[src/rtl/uart_tx_arbiter.sv]
// ---------------------------------------------------------------------------
// uart_tx_arbiter
//
// Two-requester arbiter in front of an 8N1 UART transmitter. One byte is
// accepted at a time, handed to the transmitter with a start request, and the
// arbiter waits for the transmitter's completion pulse (or a baud-tick based
// timeout) before accepting the next byte. With LOCK_EN set, a requester that
// starts a multi-byte message keeps the grant until its byte flagged "last"
// completes.
//
// Handshake: a byte moves from requester N on the rising edge where
// reqN_valid && reqN_ready are both high. reqN_ready is combinational, is only
// raised in IDLE for the currently selected requester while it is valid, and
// never depends on the other requester's ready. A requester may drop valid at
// any time before ready; nothing is captured in that case.
//
// Ports
//   hwclk        system clock, all logic on the rising edge
//   rst_n        asynchronous active-low reset
//   baud_tick    one-cycle pulse per bit period
//   reqN_valid   requester N offers a byte (N = 0, 1)
//   reqN_byte    offered byte
//   reqN_last    offered byte ends requester N's message
//   reqN_ready   byte accepted this cycle
//   tx_send      start request to the transmitter (registered)
//   tx_byte      byte presented to the transmitter (registered)
//   tx_done      one-cycle pulse from the transmitter at end of stop bit
//   grant        index of requester owning the current/last transfer
//   busy         high whenever the FSM is not IDLE
//   err_timeout  sticky flag: tx_done never arrived
//   err_clr      synchronous clear of err_timeout
//   dbg_state_o  current FSM state (0 IDLE, 1 SEND, 2 WAIT)
// ---------------------------------------------------------------------------
module uart_tx_arbiter #(
  parameter int TIMEOUT_TICKS = 12,
  parameter bit LOCK_EN       = 1'b1
) (
  input  logic       hwclk,
  input  logic       rst_n,
  input  logic       baud_tick,
  input  logic       req0_valid,
  input  logic [7:0] req0_byte,
  input  logic       req0_last,
  output logic       req0_ready,
  input  logic       req1_valid,
  input  logic [7:0] req1_byte,
  input  logic       req1_last,
  output logic       req1_ready,
  output logic       tx_send,
  output logic [7:0] tx_byte,
  input  logic       tx_done,
  output logic       grant,
  output logic       busy,
  output logic       err_timeout,
  input  logic       err_clr,
  output logic [1:0] dbg_state_o
);

  typedef enum logic [1:0] {
    S_IDLE = 2'd0,
    S_SEND = 2'd1,
    S_WAIT = 2'd2
  } state_t;

  localparam logic [7:0] TIMEOUT_CNT = 8'(TIMEOUT_TICKS);

  state_t     state_q;
  logic       tx_send_q;
  logic [7:0] tx_byte_q;
  logic       grant_q;
  logic       last_flag_q;
  logic       last_served_q;
  logic       lock_q;
  logic       err_q;
  logic [7:0] cnt_q;

  logic       sel;
  logic       sel_valid;
  logic       xfer;
  logic [7:0] cnt_inc;
  logic       timeout_hit;

  // Requester selection. While locked only the owner (the last grant) may be
  // picked, even if it is not currently valid, so the other side stalls.
  always_comb begin
    sel = 1'b0;
    if (lock_q) begin
      sel = grant_q;
    end else if (req0_valid && req1_valid) begin
      sel = ~last_served_q;
    end else if (req1_valid) begin
      sel = 1'b1;
    end
  end

  assign sel_valid = sel ? req1_valid : req0_valid;

  // rst_n is folded in so no ready can leak out while reset is held.
  assign xfer       = rst_n && (state_q == S_IDLE) && sel_valid;
  assign req0_ready = xfer && !sel;
  assign req1_ready = xfer && sel;

  // Counter value including this cycle's tick; the timeout therefore fires on
  // the edge of the TIMEOUT_TICKS-th tick seen in WAIT.
  assign cnt_inc     = (baud_tick && (cnt_q != 8'hFF)) ? cnt_q + 8'd1 : cnt_q;
  assign timeout_hit = (cnt_inc == TIMEOUT_CNT);

  always_ff @(posedge hwclk or negedge rst_n) begin
    if (!rst_n) begin
      state_q       <= S_IDLE;
      tx_send_q     <= 1'b0;
      tx_byte_q     <= 8'h00;
      grant_q       <= 1'b0;
      last_flag_q   <= 1'b0;
      last_served_q <= 1'b1;
      lock_q        <= 1'b0;
      err_q         <= 1'b0;
      cnt_q         <= 8'h00;
    end else begin
      // A timeout set below in the same cycle overrides this clear.
      if (err_clr) begin
        err_q <= 1'b0;
      end
      case (state_q)
        S_IDLE: begin
          if (xfer) begin
            tx_byte_q   <= sel ? req1_byte : req0_byte;
            grant_q     <= sel;
            last_flag_q <= sel ? req1_last : req0_last;
            tx_send_q   <= 1'b1;
            state_q     <= S_SEND;
          end
        end
        S_SEND: begin
          if (baud_tick) begin
            tx_send_q <= 1'b0;
            cnt_q     <= 8'h00;
            state_q   <= S_WAIT;
          end
        end
        S_WAIT: begin
          cnt_q <= cnt_inc;
          if (tx_done) begin
            // Completion wins over a coincident timeout.
            state_q       <= S_IDLE;
            last_served_q <= grant_q;
            lock_q        <= LOCK_EN && !last_flag_q;
          end else if (timeout_hit) begin
            state_q       <= S_IDLE;
            err_q         <= 1'b1;
            lock_q        <= 1'b0;
            last_served_q <= grant_q;
          end
        end
        default: begin
          state_q <= S_IDLE;
        end
      endcase
    end
  end

  assign tx_send     = tx_send_q;
  assign tx_byte     = tx_byte_q;
  assign grant       = grant_q;
  assign busy        = (state_q != S_IDLE);
  assign err_timeout = err_q;
  assign dbg_state_o = state_q;

endmodule

[config.mk]
export PLATFORM = sky130hd
export DESIGN_NAME = uart_tx_arbiter
export DESIGN_NICKNAME = d
export VERILOG_FILES = /design/src/rtl/uart_tx_arbiter.sv
export SDC_FILE = /design/constraint.sdc
export NUM_CORES = 1
export LEC_CHECK = 0
export ABC_AREA = 1
export BUFFER_PORTS_ARGS = -buffer_cell sky130_fd_sc_hd__buf_4
export CELL_PAD_IN_SITES_DETAIL_PLACEMENT = 1
export CELL_PAD_IN_SITES_GLOBAL_PLACEMENT = 1
export CORE_AREA = 2 2 68 70
export DETAILED_ROUTE_END_ITERATION = 7
export DIE_AREA = 0 0 70 72
export HOLD_SLACK_MARGIN = 0.15
export PLACE_DENSITY = 0.75
export RECOVER_POWER = 100
export SETUP_SLACK_MARGIN = 0.1
export SLEW_MARGIN = 10
export SYNTH_ARGS = -nofsm -noshare
export SYNTH_HDL_FRONTEND = slang
export SYNTH_SLANG_ARGS = --single-unit
[constraint.sdc]
create_clock -name hwclk -period 1.5 [get_ports hwclk]
set_clock_uncertainty 0.1 [all_clocks]
set_input_delay 0.075 -clock hwclk [delete_from_list [all_inputs] [get_ports hwclk]]
set_output_delay 0.075 -clock hwclk [all_outputs]
set_load 0.05 [all_outputs]
==> results <==
- The flow ran to the end, but the final reports show violations.
- The final reports fail on negative setup slack.
- The count of state elements after synthesis is 24.
- The post-synthesis cell count is between 150 and 200.
- The number of global-route vias before repair is a little under 2k.
- The per-cell via count in the routed design is ~5.4.
- The die outline width is around 70 µm.
- The final max-slew violation count was 0.
- Entering global routing, the biggest net connects 25 pins.
- The count of warnings emitted by yosys is 0.
- The first detailed-routing pass ran for 4 iterations.
- For this run, asynchronously set or reset flops after synthesis account for 1.00.
- For this block, the routed nets add up to 7940 µm of wire.
- After floorplanning, the core was sized to cover roughly 4300 µm².
- The hold violation count in the final report came to 0.
- The worst hold path cell count is 6.
- The fraction of final layout cells sized beyond drive strength 1 is 0.613.
- The cell type with the highest occurrence count on the critical path is sky130_fd_sc_hd__nand2_1.
- The congestion estimate from routability-driven global placement came to between 0.7 and 0.8.
- sky130_fd_sc_hd__dfrtp_1 takes more of the synthesized area than any other cell.
- After synthesis, the share of cell area in mux cells is 0.
- The area share of fa/ha/maj cells after synthesis is 0.00954.
- In this run the mean area of a mapped cell was approximately 7.3 µm².
- The final-layout setup total negative slack is -6.40 ns.
- The highest cell delay on the worst timing path is 0.44 ns.
- The detail route stage leaves a number of antenna-violating nets equal to 0.
- Of the total power, the clock network draws 0.110.
- In this run the vertical extent of the chip is ~72 µm.
- The standby leakage power is 1.41 nW.
- Dividing the detail-routed wire length by the instance count gives 23.1 µm.
- For this configuration, the core starts out at a cell density of 0.308.
- Of the total synthesized cell area, the portion taken by AND, OR, NAND and NOR gates is 0.373.
- The HPWL reported at the end of detailed placement is roughly 3100 µm.
- During placement, the flow inserted port buffers numbering 40.
- The number of levels the H-tree was split into is 1.
- The floorplan has 24 rows.
- STA classifies the critical path endpoint as a flip-flop.
- The boundary pin count is 41.
- The residual overflow from global routing is 0.
- The final count of negative-setup-slack endpoints is 25.
- Measured against its own limit, the worst slew margin works out to 0.564.
- The synthesized design contains 0 enable-type register cells.
- The setup path with the least slack is of type reg -> reg.
- The TritonCTS sink count is 24.
- VDD sags by at most 1.05 mV.
- Yosys instantiated no cell more often than sky130_fd_sc_hd__nand2_1.
- The synthesized netlist contains 23 unique library cells.
- The number of cell instances on the worst register-to-register path is 14.
- Clock tree synthesis selected as its root buffer the cell sky130_fd_sc_hd__clkbuf_8.
- The net count of the mapped netlist is just over 200.
- Of the available clock period, the critical path in the final layout requires 1.41.
- The total number of vias is 1846.
- The initial antenna violation count is 0.
- The critical path goes through ha_4 > nand2_4 > nor2_4 > nand2_4 > nand2_1 > nand2_1 > nand2_1 > nand2_1 > nor2_1 > nand2_1 > nand2_2 > nand2_2 > nand2_1 > nand2_1.
- For the worst setup path, the data required time is ~1.6 ns.
- After synthesis, the most frequently instantiated cells are sky130_fd_sc_hd__nand2_1 (71), sky130_fd_sc_hd__dfrtp_1 (23), sky130_fd_sc_hd__inv_1 (23).
- The largest family of logic cells by synthesized area is simple AND/OR/NAND/NOR gates.
- The number of design-rule violations left by the first detailed-router iteration is about 150.
- In the post-route analysis, the smallest setup slack over all paths is -0.612 ns.
- For this design the ratio of total power to cell area is roughly 2100 nW/µm².
- Of the total synthesized cell area, the portion taken by XOR and XNOR cells is 0.00668.
- Max-cap violations in this run came to 0.
- The tightest min-delay check is of the in -> reg type.
- In the routed design, unresolved DRC markers number 0.
- The clock latency on the worst-skew pair is between 0.2 and 0.3 ns.
- The area added between synthesis and finish is 108%.
- Sorting the synthesized cells by area gives the leading types as sky130_fd_sc_hd__dfrtp_1 (44%), sky130_fd_sc_hd__nand2_1 (20%), sky130_fd_sc_hd__nand3_1 (7.3%), sky130_fd_sc_hd__inv_1 (6.6%), sky130_fd_sc_hd__o22ai_1 (3.8%).
- The clock-pin slew of the registers on the worst-case setup and hold paths is about 0.11 ns.
- The clock tree from TritonCTS is done.
- For this run, the leading register cell type out of synthesis is sky130_fd_sc_hd__dfrtp_1.
- The post-synthesis cell area is about 1300 µm².
- The die area is ~5000 µm².
- Of the synthesized area, sequential elements account for 0.459.
- The share of the synthesized area in the top cell type is 0.439.
- Setup repair after global routing could not meet its margin everywhere.
- Of all nets on the critical path, the largest fanout is 5.
- The routed design could run at a clock period as short as about 2.1 ns.
- Buffers inserted during clock tree synthesis total 3.
- The slew at the pin with the worst max-slew slack is roughly 0.65 ns.
- The analysis attributes to net switching a power of a little under 3 mW.
- STA classifies the critical path startpoint as a flip-flop.
- The count of inserted antenna diode cells is 0.
- The total instance count after detailed placement is roughly 300.
- The clock tree buffer depth is 2.
- Static timing analysis puts the maximum clock frequency at around 0.47 GHz.
- The final non-filler cell total is about 340.
- The global-route wire length before repair is ~10000 µm.
- The share of total power in combinational logic is 0.669.
- The share of the synthesized area in compound gates (AO/OA/AOI/OAI) came to 0.0687.
- The worst-path cell with the longest stage delay is sky130_fd_sc_hd__dfrtp_1.
- The global-route usage over all layers is 0.259.
- The internal portion of total power is about 2.8 mW.
- The net count of the finished layout is about 320.
- Of the total power, registers draw 0.221.
- The critical path arrival is 2.24 ns.
- The fraction of power spent switching nets is 0.512.
worst paths after layout:
path	from	end	slack [ns]
setup / recovery	cnt_q[1]	last_served_q	-0.61
hold / removal	req1_valid	grant	0.23
setup reg to reg	cnt_q[1]	last_served_q	-0.61
hold reg to reg	tx_send	tx_send	0.42
max in group asynchronous	rst_n	cnt_q[2]	0.45
min in group asynchronous	rst_n	tx_byte[1]	0.39
layer usage:
metal / wire length (µm) / track usage / up-vias
li1: - / - / 790
met1: 2980 / 0.272 / 947
met2: 4320 / 0.497 / 91
met3: 426 / 0.0542 / 18
met4: 208 / 0.115 / 0
met5: 0 / 0 / -
registers in the layout, indices dropped and copies added, names as in the netlist:
signal,count
last_flag_q,1
err_timeout,1
grant,1
tx_byte,8
last_served_q,1
tx_send,1
lock_q,1
dbg_state_o,2
cnt_q,8
kinds of logic after synthesis:
| family | count (synthesis) |
|---|---|
| AO/OA/AOI/OAI | 15 |
| buffers and inverters | 28 |
| AND/OR/NAND/NOR | 110 |
| flip-flops | 24 |
| XOR/XNOR | 1 |
| adder cells (fa/ha/maj) | 1 |
critical path, delay by kind of cell, from the launching register on:
kind	cells	cell delay [ns]
adders and majority gates	1	0.18
and+or+nand+nor	13	1.33
DFF	1	0.44
cell type report:
cell class	count	area, µm²
inverters	27	118
repair buffers	109	906
multi-input cells	128	963
clock inverters	1	30.0
clock buffers	3	41.3
flip-flops and latches	24	608
fillers	475	1530
well taps	52	65.1
per-stage QoR:
| step | total power [mW] | instance area, µm² | util | worst slack [ns] | hold WS [ns] |
|---|---|---|---|---|---|
| 5_1_grt | 5.92 | 2730 | 0.641 | -0.650 | 0.249 |
| 3_3_place_gp | 3.62 | 1920 | 0.450 | -0.246 | -0.0118 |
| 3_5_place_dp | 3.69 | 1920 | 0.450 | -0.300 | -0.00537 |
| 2_1_floorplan | 2.63 | 1350 | - | -0.141 | -0.321 |
| 6_report | 5.72 | 2730 | 0.641 | -0.612 | 0.233 |
| 4_1_cts | 4.74 | 2430 | 0.569 | -0.247 | 0.0904 |
power groups by stage:
stage / Sequential [mW] / Combinational (mW) / Clock (mW)
floorplan: 1.69 / 0.938 / 0
global placement: 1.13 / 2.49 / 0
detailed placement: 1.15 / 2.53 / 0
CTS: 1.15 / 2.98 / 0.608
global route: 1.29 / 3.99 / 0.651
finish: 1.26 / 3.82 / 0.626
cell usage in the layout (no fill, tap or decap), types with 4 or more instances in the layout:
| cell type | instances |
|---|---|
| sky130_fd_sc_hd__buf_4 | 56 |
| sky130_fd_sc_hd__buf_6 | 11 |
| sky130_fd_sc_hd__clkbuf_2 | 13 |
| sky130_fd_sc_hd__dfrtp_1 | 18 |
| sky130_fd_sc_hd__dfrtp_2 | 5 |
| sky130_fd_sc_hd__dlygate4sd3_1 | 22 |
| sky130_fd_sc_hd__inv_1 | 17 |
| sky130_fd_sc_hd__inv_2 | 6 |
| sky130_fd_sc_hd__nand2_1 | 39 |
| sky130_fd_sc_hd__nand2_2 | 22 |
| sky130_fd_sc_hd__nand2_4 | 17 |
| sky130_fd_sc_hd__nand3_1 | 5 |
| sky130_fd_sc_hd__nand3_2 | 14 |
| sky130_fd_sc_hd__nor2_4 | 5 |
| sky130_fd_sc_hd__o21ai_2 | 4 |
| sky130_fd_sc_hd__o22ai_2 | 5 |
timing repair:
item / in CTS / in global routing
gates resized for setup: 42 / 72
pin swaps: 8 / 32
setup buffers: 10 / 13
hold buffers: 22 / 0
endpoints found under the setup margin: 22 / 26
hold endpoints to repair: 39 / 0
cloned: 2 / 0
Note: power is estimated with default switching activity, not from simulation.
